## src/rtl/psmac_pkg.sv

```systemverilog
// Shared types and constants for the precision-scalable MAC datapath.
package psmac_pkg;

   localparam int unsigned ACC_W_DEF   = 32;
   localparam int unsigned MAX_LEN_DEF = 256;

   typedef enum logic {
      S_IDLE = 1'b0,
      S_ACC  = 1'b1
   } state_e;

   localparam logic signed [15:0] SAT16_MAX = 16'sh7FFF;
   localparam logic signed [15:0] SAT16_MIN = 16'sh8000;

endpackage

```

## src/rtl/psmac_requant.sv

```systemverilog
// Combinational ReLU, half-up rounding arithmetic shift and saturation to 16 bits.
module psmac_requant
   import psmac_pkg::*;
#(
   parameter int unsigned ACC_W = ACC_W_DEF
) (
   input  logic [ACC_W-1:0] val_i,
   input  logic             relu_en_i,
   input  logic [3:0]       shamt_i,
   output logic [15:0]      q_o
);

   logic signed [ACC_W:0] relu_v;
   logic signed [ACC_W:0] rnd_v;
   logic signed [ACC_W:0] shf_v;
   logic [ACC_W:0]        half_v;

   // One extra bit of headroom keeps the rounding add from wrapping.
   always_comb begin
      relu_v = (relu_en_i && val_i[ACC_W-1]) ? '0 : {val_i[ACC_W-1], val_i};
      half_v = (shamt_i == 4'd0) ? '0 : ((ACC_W+1)'(1) << (shamt_i - 4'd1));
      rnd_v  = relu_v + half_v;
      shf_v  = rnd_v >>> shamt_i;
      if ((shf_v[ACC_W:15] == '0) || (shf_v[ACC_W:15] == '1)) begin
         q_o = shf_v[15:0];
      end else if (shf_v[ACC_W]) begin
         q_o = SAT16_MIN;
      end else begin
         q_o = SAT16_MAX;
      end
   end

endmodule

```

## src/rtl/psmac_accum.sv

```systemverilog
// Group accumulator behind the MAC array with a one-entry valid/ready result buffer.
module psmac_accum
   import psmac_pkg::*;
#(
   parameter int unsigned ACC_W   = ACC_W_DEF,
   parameter int unsigned MAX_LEN = MAX_LEN_DEF
) (
   input  logic                         clk,
   input  logic                         rst,
   input  logic                         in_valid,
   input  logic [15:0]                  in_data,
   input  logic                         in_last,
   output logic                         in_ready,
   input  logic                         relu_en,
   input  logic [3:0]                   shamt,
   output logic                         out_valid,
   input  logic                         out_ready,
   output logic [ACC_W-1:0]             out_raw,
   output logic [15:0]                  out_q,
   output logic [$clog2(MAX_LEN+1)-1:0] out_len,
   output logic                         out_ovf
);

   localparam int unsigned CNT_W = $clog2(MAX_LEN+1);

   state_e           state_q, state_d;
   logic [ACC_W-1:0] acc_q, acc_d;
   logic [CNT_W-1:0] cnt_q, cnt_d;
   logic             ovf_q, ovf_d;

   logic             buf_valid_q, buf_valid_d;
   logic [ACC_W-1:0] buf_raw_q, buf_raw_d;
   logic [15:0]      buf_q16_q, buf_q16_d;
   logic [CNT_W-1:0] buf_len_q, buf_len_d;
   logic             buf_ovf_q, buf_ovf_d;

   logic [ACC_W:0]   base_w;
   logic [ACC_W:0]   sum_w;
   logic             sat_hit_w;
   logic [ACC_W-1:0] sum_sat_w;
   logic             accept_w;
   logic             closing_w;
   logic [15:0]      rq_w;

   assign in_ready  = !buf_valid_q || out_ready;
   assign accept_w  = in_valid && in_ready;
   assign closing_w = in_last || (cnt_q == CNT_W'(MAX_LEN - 1));

   // Widened add, then clamp to the signed ACC_W range.
   always_comb begin
      base_w    = (state_q == S_IDLE) ? '0 : {acc_q[ACC_W-1], acc_q};
      sum_w     = base_w + {{(ACC_W-15){in_data[15]}}, in_data};
      sat_hit_w = sum_w[ACC_W] ^ sum_w[ACC_W-1];
      if (!sat_hit_w) begin
         sum_sat_w = sum_w[ACC_W-1:0];
      end else if (sum_w[ACC_W]) begin
         sum_sat_w = {1'b1, {(ACC_W-1){1'b0}}};
      end else begin
         sum_sat_w = {1'b0, {(ACC_W-1){1'b1}}};
      end
   end

   psmac_requant #(.ACC_W(ACC_W)) u_requant (
      .val_i     (sum_sat_w),
      .relu_en_i (relu_en),
      .shamt_i   (shamt),
      .q_o       (rq_w)
   );

   always_ff @(posedge clk) begin
      if (rst) begin
         state_q     <= S_IDLE;
         acc_q       <= '0;
         cnt_q       <= '0;
         ovf_q       <= 1'b0;
         buf_valid_q <= 1'b0;
         buf_raw_q   <= '0;
         buf_q16_q   <= '0;
         buf_len_q   <= '0;
         buf_ovf_q   <= 1'b0;
      end else begin
         state_q     <= state_d;
         acc_q       <= acc_d;
         cnt_q       <= cnt_d;
         ovf_q       <= ovf_d;
         buf_valid_q <= buf_valid_d;
         buf_raw_q   <= buf_raw_d;
         buf_q16_q   <= buf_q16_d;
         buf_len_q   <= buf_len_d;
         buf_ovf_q   <= buf_ovf_d;
      end
   end

   // A closing beat reloads the buffer even while it drains, so no bubble.
   always_comb begin
      state_d     = state_q;
      acc_d       = acc_q;
      cnt_d       = cnt_q;
      ovf_d       = ovf_q;
      buf_valid_d = buf_valid_q;
      buf_raw_d   = buf_raw_q;
      buf_q16_d   = buf_q16_q;
      buf_len_d   = buf_len_q;
      buf_ovf_d   = buf_ovf_q;

      if (buf_valid_q && out_ready) begin
         buf_valid_d = 1'b0;
      end

      if (accept_w) begin
         if (closing_w) begin
            buf_valid_d = 1'b1;
            buf_raw_d   = sum_sat_w;
            buf_q16_d   = rq_w;
            buf_len_d   = cnt_q + CNT_W'(1);
            buf_ovf_d   = ovf_q | sat_hit_w;
            acc_d       = '0;
            cnt_d       = '0;
            ovf_d       = 1'b0;
            state_d     = S_IDLE;
         end else begin
            acc_d       = sum_sat_w;
            cnt_d       = cnt_q + CNT_W'(1);
            ovf_d       = ovf_q | sat_hit_w;
            state_d     = S_ACC;
         end
      end
   end

   assign out_valid = buf_valid_q;
   assign out_raw   = buf_raw_q;
   assign out_q     = buf_q16_q;
   assign out_len   = buf_len_q;
   assign out_ovf   = buf_ovf_q;

endmodule

```

## config.mk

```make
export PLATFORM = sky130hd
export DESIGN_NAME = psmac_accum
export DESIGN_NICKNAME = d
export VERILOG_FILES = /design/src/rtl/psmac_pkg.sv /design/src/rtl/psmac_requant.sv /design/src/rtl/psmac_accum.sv
export SDC_FILE = /design/constraint.sdc
export NUM_CORES = 1
export LEC_CHECK = 0
export BUFFER_PORTS_ARGS = -buffer_cell sky130_fd_sc_hd__buf_2
export CAP_MARGIN = 0
export CORE_MARGIN = 2
export CORE_UTILIZATION = 56
export DETAILED_ROUTE_END_ITERATION = 12
export GPL_ROUTABILITY_DRIVEN = 0
export GPL_TIMING_DRIVEN = 0
export PLACE_DENSITY = 0.78
export RECOVER_POWER = 25
export SYNTH_ARGS = -nofsm -noshare
export SYNTH_HDL_FRONTEND = slang
export SYNTH_HIERARCHICAL = 1
export SYNTH_SLANG_ARGS = --single-unit
```

## constraint.sdc

```tcl
create_clock -name clk -period 7.7 [get_ports clk]
set_input_delay 0.385 -clock clk [delete_from_list [all_inputs] [get_ports clk]]
set_output_delay 0.385 -clock clk [all_outputs]
set_load 0.02 [all_outputs]
```

==> flow_summary.json <==
{
  "status": "finished clean",
  "synth_edf_count": 0,
  "synth_top_area_share_pct": 19.67,
  "pwr_density_cell_nw_per_um2": 140.8,
  "drt_first_pass_iters": 8,
  "cp_max_fo": 10,
  "crit_top_cell": "buf_6",
  "synthDistinctLibCells": 99,
  "slowest_stage": "a2111o_1",
  "ys.flop_type": "dfxtp_1",
  "cts.clk_slew.worst_paths_ns": 0.08,
  "routedWlPerCell_um": 20.09,
  "vdd_ir_drop_max_v": 0.0001122,
  "num_io_pins": 86,
  "fin_crit_sh_pct": 99.97,
  "num_rows": 49,
  "numCtsBuffers": 9,
  "htreeDepth": 3,
  "drt_iter0_drc": 1633,
  "start_kind": "register",
  "required_ns": 7.99,
  "grt_overflow": 0,
  "viasPerCell": 6.689,
  "cts_tree": "built",
  "max-clock-path-buffers": 2,
  "finClkSkew_ns": 0.009998,
  "place_hpwl_um": 26200,
  "worst_slew_pin_slew_ns": 1.102,
  "cp-end-kind": "register",
  "clock.fmax_mhz": 129.9,
  "die_height_um": 140.2,
  "relSlewSlack_pct": 26.00,
  "hold_buffers": 0,
  "grt_first_pass_wirelength_um": 54570,
  "synthTopCellsByCount": "170 x nand2_1, 135 x nor2_1, 113 x a21oi_1",
  "ant_nets": 0,
  "antenna_found_initial": 0,
  "netlist_instances": 1401,
  "vias": 11720,
  "yosys_warnings": 6,
  "drive_gt1_share_pct": 17.73,
  "num_antenna_cells": 0,
  "ys_seq_area_share_pct": 19.67,
  "coreArea_um2": 18090,
  "synthMostInstantiatedCell": "nand2_1",
  "port_buffers": 82,
  "cp_slowest_stage_delay_ns": 0.48,
  "arrival_ns": 7.99,
  "syn-num-nets": 1479,
  "crit_type": "register to register",
  "p_leak_uw": 0.004922,
  "synth_area_per_cell_um2": 7.410,
  "synth_area_leader_cell": "dfxtp_1",
  "ys_top_cells_by_area": "dfxtp_1 20%, nand2_1 6.1%, ha_1 6.0%, a21oi_1 5.4%, nor2_1 4.9%",
  "whs_ns": 0.3893,
  "wl_um": 35200,
  "cap_violations": 0,
  "fin_tns_setup_ns": 0,
  "netlist_area_um2": 10380,
  "initial_core_util_pct": 57.40,
  "die_area_um2": 19640,
  "cts.sinks": 102,
  "hold_class": "input pin to register",
  "ys_ff_latch": 102,
  "async_flop_share_pct": 0,
  "post-route-min-period_ns": 7.697,
  "slew_violations": 0,
  "grt_pass1_vias": 10780,
  "fp.dieW_um": 140.2,
  "cts-root-buf": "clkbuf_16",
  "regArea_um2": 2046,
  "multiInputGateArea_um2": 8262,
  "clk_latency_ns": 0.36,
  "drc": 0,
  "timing_hold_violations_final": 0,
  "nFillCells": 1490,
  "grt_max_degree": 21,
  "utilization_pct": 66.94,
  "grt_use_total_pct": 33.82,
  "nets": 1596,
  "syn_to_final_growth_pct": 16.62,
  "finalSetupViolations": 0
}
[per-layer routing]
layer	wire [µm]	GRT usage, %
met3	2939	5.265
met4	1832	15.63
met1	13980	43.31
met5	0	0
met2	16460	56.11
[cells in the final DEF (no fill, tap or decap), types with 28 or more instances in the layout]
cell	count
ha_1	44
xnor2_1	33
nor2_1	135
dfxtp_1	101
nor3_1	32
a21oi_1	101
inv_1	50
a211oi_1	46
nand3_1	28
buf_4	30
o21ai_0	52
buf_2	65
mux2i_1	37
clkbuf_1	83
nand2_1	167
and2_1	58
[cell families after synthesis]
kind of cell	Yosys count	share of synthesized area [%]
AO/OA/AOI/OAI	464	32.35
XOR/XNOR	56	4.905
adder cells (fa/ha/maj)	53	6.508
buffers and inverters	144	5.990
flip-flops	102	19.67
multiplexers	56	6.255
other	1	0.03612
AND/OR/NAND/NOR	525	24.29
[registers in the layout, indices dropped and copies added, names as in the netlist]
register / cells
out_len: 9
out_valid: 1
out_ovf: 1
acc_q: 32
cnt_q: 9
ovf_q: 1
out_raw: 32
out_q: 16
state_q: 1
[power breakdown]
group	internal [µW]	leakage (µW)	switching, µW
Sequential	557	0.000836	18.7
Clock	230	0.000143	233
Combinational	237	0.00394	430
[through the flow]
step                      cells  setup WS (ns)  instance area [µm²]  power, µW
after global placement     1712         -1.467                11080       1162
after floorplan            1401         0.4092                10380       1010
final                      1752       0.002658                12110       1705
after detailed placement   1712         -1.474                11080       1170
after CTS                  1738        0.03142                11650       1642
after global routing       1752        -0.2606                12110       1771
[cell type report]
class | count | share of cell area [%]
flip-flops and latches | 102 | 16.90
well taps | 229 | 2.367
clock buffers | 9 | 1.860
plain buffers | 90 | 3.803
multi-input cells | 1155 | 68.24
inverters | 51 | 1.581
repair buffers | 109 | 4.651
clock inverters | 7 | 0.5994
[worst max-delay path: cells and delay by family, from the launching register on]
| kind | cells | cell delay [ns] |
|---|---|---|
| flops | 1 | 0.39 |
| simple gates | 7 | 1.36 |
| buf+inv | 7 | 1.13 |
| compound gates | 14 | 3.62 |
| mux | 2 | 0.44 |
| fa+ha+maj | 2 | 0.66 |
[path summary, 6_finish.rpt]
kind / start / end / slack, ns / cells after the start
min: out_ready / out_valid / 0.39 / 3
min reg2reg: acc_q[12] / acc_q[12] / 0.45 / 2
max reg2reg: state_q / out_q[2] / 0.003 / 32
max: state_q / out_q[2] / 0.003 / 32
[timing repair]
action / in CTS / in global routing
buffers inserted: 11 / 16
gates resized for setup: 47 / 72
setup endpoints to repair: 15 / 15
pin swaps: 18 / 23
Power figures use the tool's default switching activity.
